## src/rtl/lcd_pkg.sv

```systemverilog
// Shared definitions for the HD44780 write-only controller: state encoding,
// init ROM contents, the commands that need a long post-strobe wait, and timing helpers.
package lcd_pkg;

    typedef enum logic [2:0] {
        ST_PWRUP     = 3'd0,
        ST_INIT_LOAD = 3'd1,
        ST_IDLE      = 3'd2,
        ST_SETUP     = 3'd3,
        ST_EN_HI     = 3'd4,
        ST_HOLD      = 3'd5,
        ST_WAIT      = 3'd6
    } lcd_state_e;

    localparam int INIT_LEN = 4;

    localparam logic [7:0] INIT_CMD_0 = 8'h38;   // 8-bit bus, 2 lines, 5x8 font
    localparam logic [7:0] INIT_CMD_1 = 8'h0C;   // display on, cursor off
    localparam logic [7:0] INIT_CMD_2 = 8'h01;   // clear
    localparam logic [7:0] INIT_CMD_3 = 8'h06;   // entry mode: increment, no shift

    localparam logic [7:0] CMD_CLEAR = 8'h01;
    localparam logic [7:0] CMD_HOME  = 8'h02;

    function automatic logic [7:0] init_rom(input logic [1:0] idx);
        logic [7:0] b;
        case (idx)
            2'd0:    b = INIT_CMD_0;
            2'd1:    b = INIT_CMD_1;
            2'd2:    b = INIT_CMD_2;
            default: b = INIT_CMD_3;
        endcase
        return b;
    endfunction

    // A zero-length phase would make the counter wrap, so it is stretched to one cycle.
    function automatic int unsigned t_eff(input int unsigned t);
        return (t == 0) ? 1 : t;
    endfunction

    function automatic int unsigned max2(input int unsigned a, input int unsigned b);
        return (a > b) ? a : b;
    endfunction

endpackage

```

## src/rtl/lcd_ctrl.sv

```systemverilog
// HD44780 write sequencer: power-up delay, fixed init sequence, then one
// strobed byte per request with a command-dependent post-strobe wait.
module lcd_ctrl
    import lcd_pkg::*;
#(
    parameter int unsigned T_SETUP    = 2,
    parameter int unsigned T_EN_HIGH  = 25,
    parameter int unsigned T_HOLD     = 2,
    parameter int unsigned T_CMD_WAIT = 2000,
    parameter int unsigned T_CLR_WAIT = 82000,
    parameter int unsigned T_PWRUP    = 750000
) (
    input  logic       clk_i,
    input  logic       rst_ni,
    input  logic       req_valid_i,
    input  logic       req_rs_i,
    input  logic [7:0] req_data_i,
    output logic       req_ready_o,
    output logic       init_done_o,
    output logic       lcd_en_o,
    output logic       lcd_rs_o,
    output logic       lcd_rw_o,
    output logic [7:0] lcd_data_o,
    output logic       lcd_on_o
);

    localparam int unsigned TE_SETUP = t_eff(T_SETUP);
    localparam int unsigned TE_EN    = t_eff(T_EN_HIGH);
    localparam int unsigned TE_HOLD  = t_eff(T_HOLD);
    localparam int unsigned TE_CMD   = t_eff(T_CMD_WAIT);
    localparam int unsigned TE_CLR   = t_eff(T_CLR_WAIT);
    localparam int unsigned TE_PWRUP = t_eff(T_PWRUP);

    localparam int unsigned T_MAX = max2(max2(max2(TE_SETUP, TE_EN), max2(TE_HOLD, TE_CMD)),
                                         max2(TE_CLR, TE_PWRUP));
    localparam int CW = $clog2(T_MAX) + 1;

    localparam logic [CW-1:0] LD_SETUP = CW'(TE_SETUP - 1);
    localparam logic [CW-1:0] LD_EN    = CW'(TE_EN - 1);
    localparam logic [CW-1:0] LD_HOLD  = CW'(TE_HOLD - 1);
    localparam logic [CW-1:0] LD_CMD   = CW'(TE_CMD - 1);
    localparam logic [CW-1:0] LD_CLR   = CW'(TE_CLR - 1);
    localparam logic [CW-1:0] LD_PWRUP = CW'(TE_PWRUP - 1);

    localparam logic [2:0] PWRUP     = ST_PWRUP;
    localparam logic [2:0] INIT_LOAD = ST_INIT_LOAD;
    localparam logic [2:0] IDLE      = ST_IDLE;
    localparam logic [2:0] SETUP     = ST_SETUP;
    localparam logic [2:0] EN_HI     = ST_EN_HI;
    localparam logic [2:0] HOLD      = ST_HOLD;
    localparam logic [2:0] WAIT      = ST_WAIT;

    localparam logic [1:0] INIT_LAST = 2'(INIT_LEN - 1);

    logic [2:0]    state_q, state_d;
    logic [CW-1:0] cnt_q, cnt_d;
    logic [1:0]    idx_q, idx_d;
    logic          en_q, en_d;
    logic          rs_q, rs_d;
    logic [7:0]    data_q, data_d;
    logic          on_q;
    logic          ready_q, ready_d;
    logic          done_q, done_d;

    logic cnt_zero;
    logic accept;
    logic long_wait;

    assign cnt_zero  = (cnt_q == '0);
    assign accept    = (state_q == IDLE) && ready_q && req_valid_i;
    assign long_wait = !rs_q && ((data_q == CMD_CLEAR) || (data_q == CMD_HOME));

    always_comb begin
        state_d = state_q;
        cnt_d   = cnt_zero ? cnt_q : (cnt_q - CW'(1));
        idx_d   = idx_q;
        en_d    = en_q;
        rs_d    = rs_q;
        data_d  = data_q;
        done_d  = done_q;

        case (state_q)
            PWRUP: begin
                // Reset leaves the counter at zero; the first clock after release
                // marks state entry and loads the power-up delay.
                if (!on_q) begin
                    cnt_d = LD_PWRUP;
                end else if (cnt_zero) begin
                    state_d = INIT_LOAD;
                    idx_d   = 2'd0;
                end
            end
            INIT_LOAD: begin
                rs_d    = 1'b0;
                data_d  = init_rom(idx_q);
                state_d = SETUP;
                cnt_d   = LD_SETUP;
            end
            IDLE: begin
                if (accept) begin
                    rs_d    = req_rs_i;
                    data_d  = req_data_i;
                    state_d = SETUP;
                    cnt_d   = LD_SETUP;
                end
            end
            SETUP: begin
                if (cnt_zero) begin
                    state_d = EN_HI;
                    cnt_d   = LD_EN;
                    en_d    = 1'b1;
                end
            end
            EN_HI: begin
                if (cnt_zero) begin
                    state_d = HOLD;
                    cnt_d   = LD_HOLD;
                    en_d    = 1'b0;
                end
            end
            HOLD: begin
                if (cnt_zero) begin
                    state_d = WAIT;
                    cnt_d   = long_wait ? LD_CLR : LD_CMD;
                end
            end
            WAIT: begin
                if (cnt_zero) begin
                    if (done_q) begin
                        state_d = IDLE;
                    end else if (idx_q == INIT_LAST) begin
                        state_d = IDLE;
                        done_d  = 1'b1;
                    end else begin
                        state_d = INIT_LOAD;
                        idx_d   = idx_q + 2'd1;
                    end
                end
            end
            default: begin
                state_d = PWRUP;
                cnt_d   = '0;
                en_d    = 1'b0;
            end
        endcase

        // Registered ready follows the next state so it drops right after an accept.
        ready_d = (state_d == IDLE) && done_d;
    end

    always_ff @(posedge clk_i or negedge rst_ni) begin
        if (!rst_ni) begin
            state_q <= PWRUP;
            cnt_q   <= '0;
            idx_q   <= 2'd0;
            en_q    <= 1'b0;
            rs_q    <= 1'b0;
            data_q  <= 8'h00;
            on_q    <= 1'b0;
            ready_q <= 1'b0;
            done_q  <= 1'b0;
        end else begin
            state_q <= state_d;
            cnt_q   <= cnt_d;
            idx_q   <= idx_d;
            en_q    <= en_d;
            rs_q    <= rs_d;
            data_q  <= data_d;
            on_q    <= 1'b1;
            ready_q <= ready_d;
            done_q  <= done_d;
        end
    end

    assign req_ready_o = ready_q;
    assign init_done_o = done_q;
    assign lcd_en_o    = en_q;
    assign lcd_rs_o    = rs_q;
    assign lcd_rw_o    = 1'b0;
    assign lcd_data_o  = data_q;
    assign lcd_on_o    = on_q;

endmodule

```

## config.mk

```make
export PLATFORM = sky130hd
export DESIGN_NAME = lcd_ctrl
export DESIGN_NICKNAME = d
export VERILOG_FILES = /design/src/rtl/lcd_pkg.sv /design/src/rtl/lcd_ctrl.sv
export SDC_FILE = /design/constraint.sdc
export NUM_CORES = 1
export LEC_CHECK = 0
export CAP_MARGIN = 10
export CORE_AREA = 2 2 85 107
export DETAILED_ROUTE_END_ITERATION = 8
export DIE_AREA = 0 0 87 109
export GPL_TIMING_DRIVEN = 0
export REMOVE_ABC_BUFFERS = 1
export SETUP_SLACK_MARGIN = 0.05
export SYNTH_ARGS = -nofsm -noshare
export SYNTH_HDL_FRONTEND = slang
export SYNTH_SLANG_ARGS = --single-unit
```

## constraint.sdc

```tcl
create_clock -name clk_i -period 3.3 [get_ports clk_i]
set_clock_uncertainty 0.15 [all_clocks]
set_input_delay 0.99 -clock clk_i [delete_from_list [all_inputs] [get_ports clk_i]]
set_output_delay 0.99 -clock clk_i [all_outputs]
set_load 0.005 [all_outputs]
```

==> results of run 1 <==
==> where the power goes <==
| part | total [W] | leakage, nW | switching [W] | internal (W) |
|---|---|---|---|---|
| Sequential | 0.000485 | 0.463 | 0.00000408 | 0.000481 |
| Clock | 0.000363 | 0.0505 | 0.000173 | 0.000190 |
| Combinational | 0.0000502 | 0.582 | 0.0000270 | 0.0000231 |
==> final timing paths <==
| check | to | slack (ns) | depth (start not counted) |
|---|---|---|---|
| min reg2reg | init_done_o | 0.39 | 1 |
| max | cnt_q[0] | 0.40 | 12 |
| min | init_done_o | 0.39 | 1 |
| max in group asynchronous | cnt_q[3] | 1.80 | 1 |
| max reg2reg | cnt_q[0] | 0.40 | 12 |
| min in group asynchronous | lcd_data_o[7] | 0.65 | 1 |
==> Yosys cell counts, types with 3 or more instances <==
library cell and instances:
sky130_fd_sc_hd__ha_1 8, sky130_fd_sc_hd__nand3b_1 4, sky130_fd_sc_hd__a21oi_1 28, sky130_fd_sc_hd__nand4_1 4
sky130_fd_sc_hd__nand2_1 38, sky130_fd_sc_hd__nand3_1 6, sky130_fd_sc_hd__buf_2 5, sky130_fd_sc_hd__and3_1 3
sky130_fd_sc_hd__nor3_1 7, sky130_fd_sc_hd__o21ai_1 7, sky130_fd_sc_hd__nor4b_2 3, sky130_fd_sc_hd__nor2b_1 4
sky130_fd_sc_hd__o21ai_0 11, sky130_fd_sc_hd__inv_1 12, sky130_fd_sc_hd__nor2_1 27, sky130_fd_sc_hd__xnor2_1 8
sky130_fd_sc_hd__xor2_1 9, sky130_fd_sc_hd__dfrtp_1 39, sky130_fd_sc_hd__a31oi_1 4
==> layout make-up <==
class,instances,area (µm²)
Inverter,13,51.3
Multi-Input combinational cell,213,1340
Clock buffer,7,96.3
Tap cell,100,125
Fill cell,843,5680
Timing Repair Buffer,24,235
Clock inverter,1,7.51
Sequential cell,39,976
==> metrics by stage <==
step,util [%],setup slack (ns),power [W]
2_1_floorplan,-,0.896,0.000515
3_3_place_gp,32.2,0.120,0.000545
3_5_place_dp,32.1,0.252,0.000545
4_1_cts,33.3,0.396,0.000913
5_1_grt,33.3,0.165,0.000938
6_report,33.3,0.397,0.000898
==> cell families after synthesis <==
| logic type | share of synthesized area [%] |
|---|---|
| fa+ha+maj | 4.05 |
| compound gates | 17.5 |
| buf+inv | 6.17 |
| other cells | 0.304 |
| simple gates | 25.3 |
| xor+xnor | 6.02 |
| flops | 39.5 |
| mux | 1.27 |
==> registers in the layout (all words and copies together) (netlist names) <==
register	flops
cnt_q	21
idx_q	2
init_done_o	1
lcd_data_o	8
lcd_en_o	1
lcd_on_o	1
lcd_rs_o	1
req_ready_o	1
state_q	3
==> routing by layer <==
layer  track usage [%]  wire length (µm)  share of wire (%)
met5                 0                 0                  0
met4              5.80               151                2.7
met3              2.12               253                4.5
met2              22.4              2900                 51
met1              14.7              2330                 41
==> worst register-to-register path, delay by kind of cell (launching register included) <==
kind / cells / cell delay, ns
and+or+nand+nor: 6 / 1.23
adders and majority gates: 2 / 0.52
DFF: 1 / 0.40
buffers and inverters: 2 / 0.26
AOI/OAI and AO/OA: 2 / 0.20
==> layout by cell type (no fill, tap or decap), types with 6 or more instances in the layout <==
master and instances:
sky130_fd_sc_hd__dfrtp_1 39, sky130_fd_sc_hd__nand2_1 38, sky130_fd_sc_hd__a21oi_1 28, sky130_fd_sc_hd__nor2_1 27, sky130_fd_sc_hd__clkdlybuf4s50_1 23, sky130_fd_sc_hd__inv_1 12, sky130_fd_sc_hd__o21ai_0 11, sky130_fd_sc_hd__xor2_1 9
sky130_fd_sc_hd__xnor2_1 8, sky130_fd_sc_hd__ha_1 8, sky130_fd_sc_hd__o21ai_1 7, sky130_fd_sc_hd__nor3_1 7, sky130_fd_sc_hd__clkbuf_8 7, sky130_fd_sc_hd__nand3_1 6
==> flow_summary.toml, run 1 <==
[sta]
fin_crit_ns = 2.90
min_period_over_period_pct = 88.0
maxSlewHeadroom_pct = 35.4
final_hold_vios = 0
max_freq_mhz = 345
timing.hold.ws_ns = 0.387
worst_pin_slew_ns = 0.965
sum_neg_setup_slack_ns = 0
report.final.setup_viol = 0
timing.final.max_slew_violations = 0
grt_setup_unrepaired = "false"

[setup_path]
source_of_the_worst_register_to_register_timing_path = "cnt_q[1]"
critical_path_buf_inv_count = 2
timing.critical_path.max_delay_family = "simple AND/OR/NAND/NOR gates"
worstPathArrival_ns = 2.90
required_ns = 3.30
worst_path_largest_cell_delay_ns = 0.44
cp_common_cell = "sky130_fd_sc_hd__nand2_1"
critical_path.slowest_cell = "sky130_fd_sc_hd__nor4b_2"
critical_path.endpoint_type = "flop"
worstSetupStartpoint = "cnt_q[1]"
worstPathMaxFanout = 21
timing.critical_path.cells = "inv_1, ha_1, nor4b_2, nor2b_2, and2_4, inv_4, ha_1, nand2_1, nand2_1, o21ai_0, nand2_1, o221ai_1"
startpoint_type_of_the_worst_setup_path = "flop"
critical_path_class = "reg2reg"

[floorplanning]
num_rows = 38
ios = 26
die_area_mm2 = 0.00948
core_region_area_mm2 = 0.00851
initial_core_util_pct = 29.1
die-width_um = 87
chipHeight_um = 109

[placement]
gp_routability_congestion = 0.814
port_buffers = 24
dpl-instance-area_mm2 = 0.00273
post-place-cells = 389
hpwl_mm = 4.14

[synth]
flops_latches_synth = 39
synth-async-reset-ratio_pct = 100
synthTopCellsByArea = "sky130_fd_sc_hd__dfrtp_1 (39%), sky130_fd_sc_hd__nand2_1 (5.8%), sky130_fd_sc_hd__a21oi_1 (5.7%), sky130_fd_sc_hd__nor2_1 (4.1%), sky130_fd_sc_hd__ha_1 (4.0%)"
synth_sequential_area_ratio_pct = 39.5
synth_area_mm2 = 0.00247
synthDominantCellAreaShare_pct = 39.5
synth-edff-count = 0
dominantRegCellSynth = "sky130_fd_sc_hd__dfrtp_1"
synth.lib_cells_used.distinct = 59
netlist_instances = 278
post-synth-top-area-cell = "sky130_fd_sc_hd__dfrtp_1"
synthesis_warning_total = 0
syn_avg_cell_area_um2 = 8.89

[clock_network]
clkLatencyLatePin_ns = 0.30
clock_tree.root_cell = "sky130_fd_sc_hd__clkbuf_8"
clockBufferDepth = 2
clock_sinks = 39
clock_tree_from_tritoncts = "done"
cts.repair.resized = 0
cts.htree.levels = 2
clkTransAtPathRegs_ns = 0.08
total_cts_buffers = 5
post_cts.repair.setup_buffers = 0
cts_hold_buffers = 0

[power]
p_leak_nw = 1.10
powerDensity_mw_per_mm2 = 317
vdd.ir_drop.worst_mv = 0.120

[cells_and_area]
postLayoutCellArea_mm2 = 0.00284
num-nets-final = 316
insertedDiodeCount = 0
syn2layout_area_growth_pct = 14.7
number_of_cells_in_the_finished_layout_apart_from_fillers = 397
drive_above_1_share_pct = 9.76

[hold_path]
worstHoldPathType = "reg2reg"
hold_path_startpoint = "init_done_o"

[detailed_routing]
post_drt_wl_per_cell_um = 14.2
first_iter_violations = 194
post_drt_via_cell_ratio = 5.15
drc_errors = 0
route.antenna.remaining_nets = 0
routed_wirelength_mm = 5.63
detailedRoute.firstPassIterationCount = 4
dr_total_vias = 2046

[global_routing]
vias_in_the_first_global_route = 1884
pin_count_of_the_biggest_net_entering_global_routing = 40
grt_usage_pct = 12.6
antenna_found_initial = 0
global_route_wire_length_before_repair_mm = 9.43
gr-total-overflow = 0

[job]
cap_violations = 0

[run_status]
run_status = "finished clean"
Power figures use the tool's default switching activity.
==> run 2, diff against run 1 <==
--- a/config.mk
+++ b/config.mk
@@ -10,6 +10,7 @@
 export DETAILED_ROUTE_END_ITERATION = 8
 export DIE_AREA = 0 0 87 109
 export GPL_TIMING_DRIVEN = 0
+export HOLD_SLACK_MARGIN = 0.02
 export REMOVE_ABC_BUFFERS = 1
 export SETUP_SLACK_MARGIN = 0.05
 export SYNTH_ARGS = -nofsm -noshare
==> results of run 2 <==
The final DEF is identical to that of run 1; final timing and power are the same.
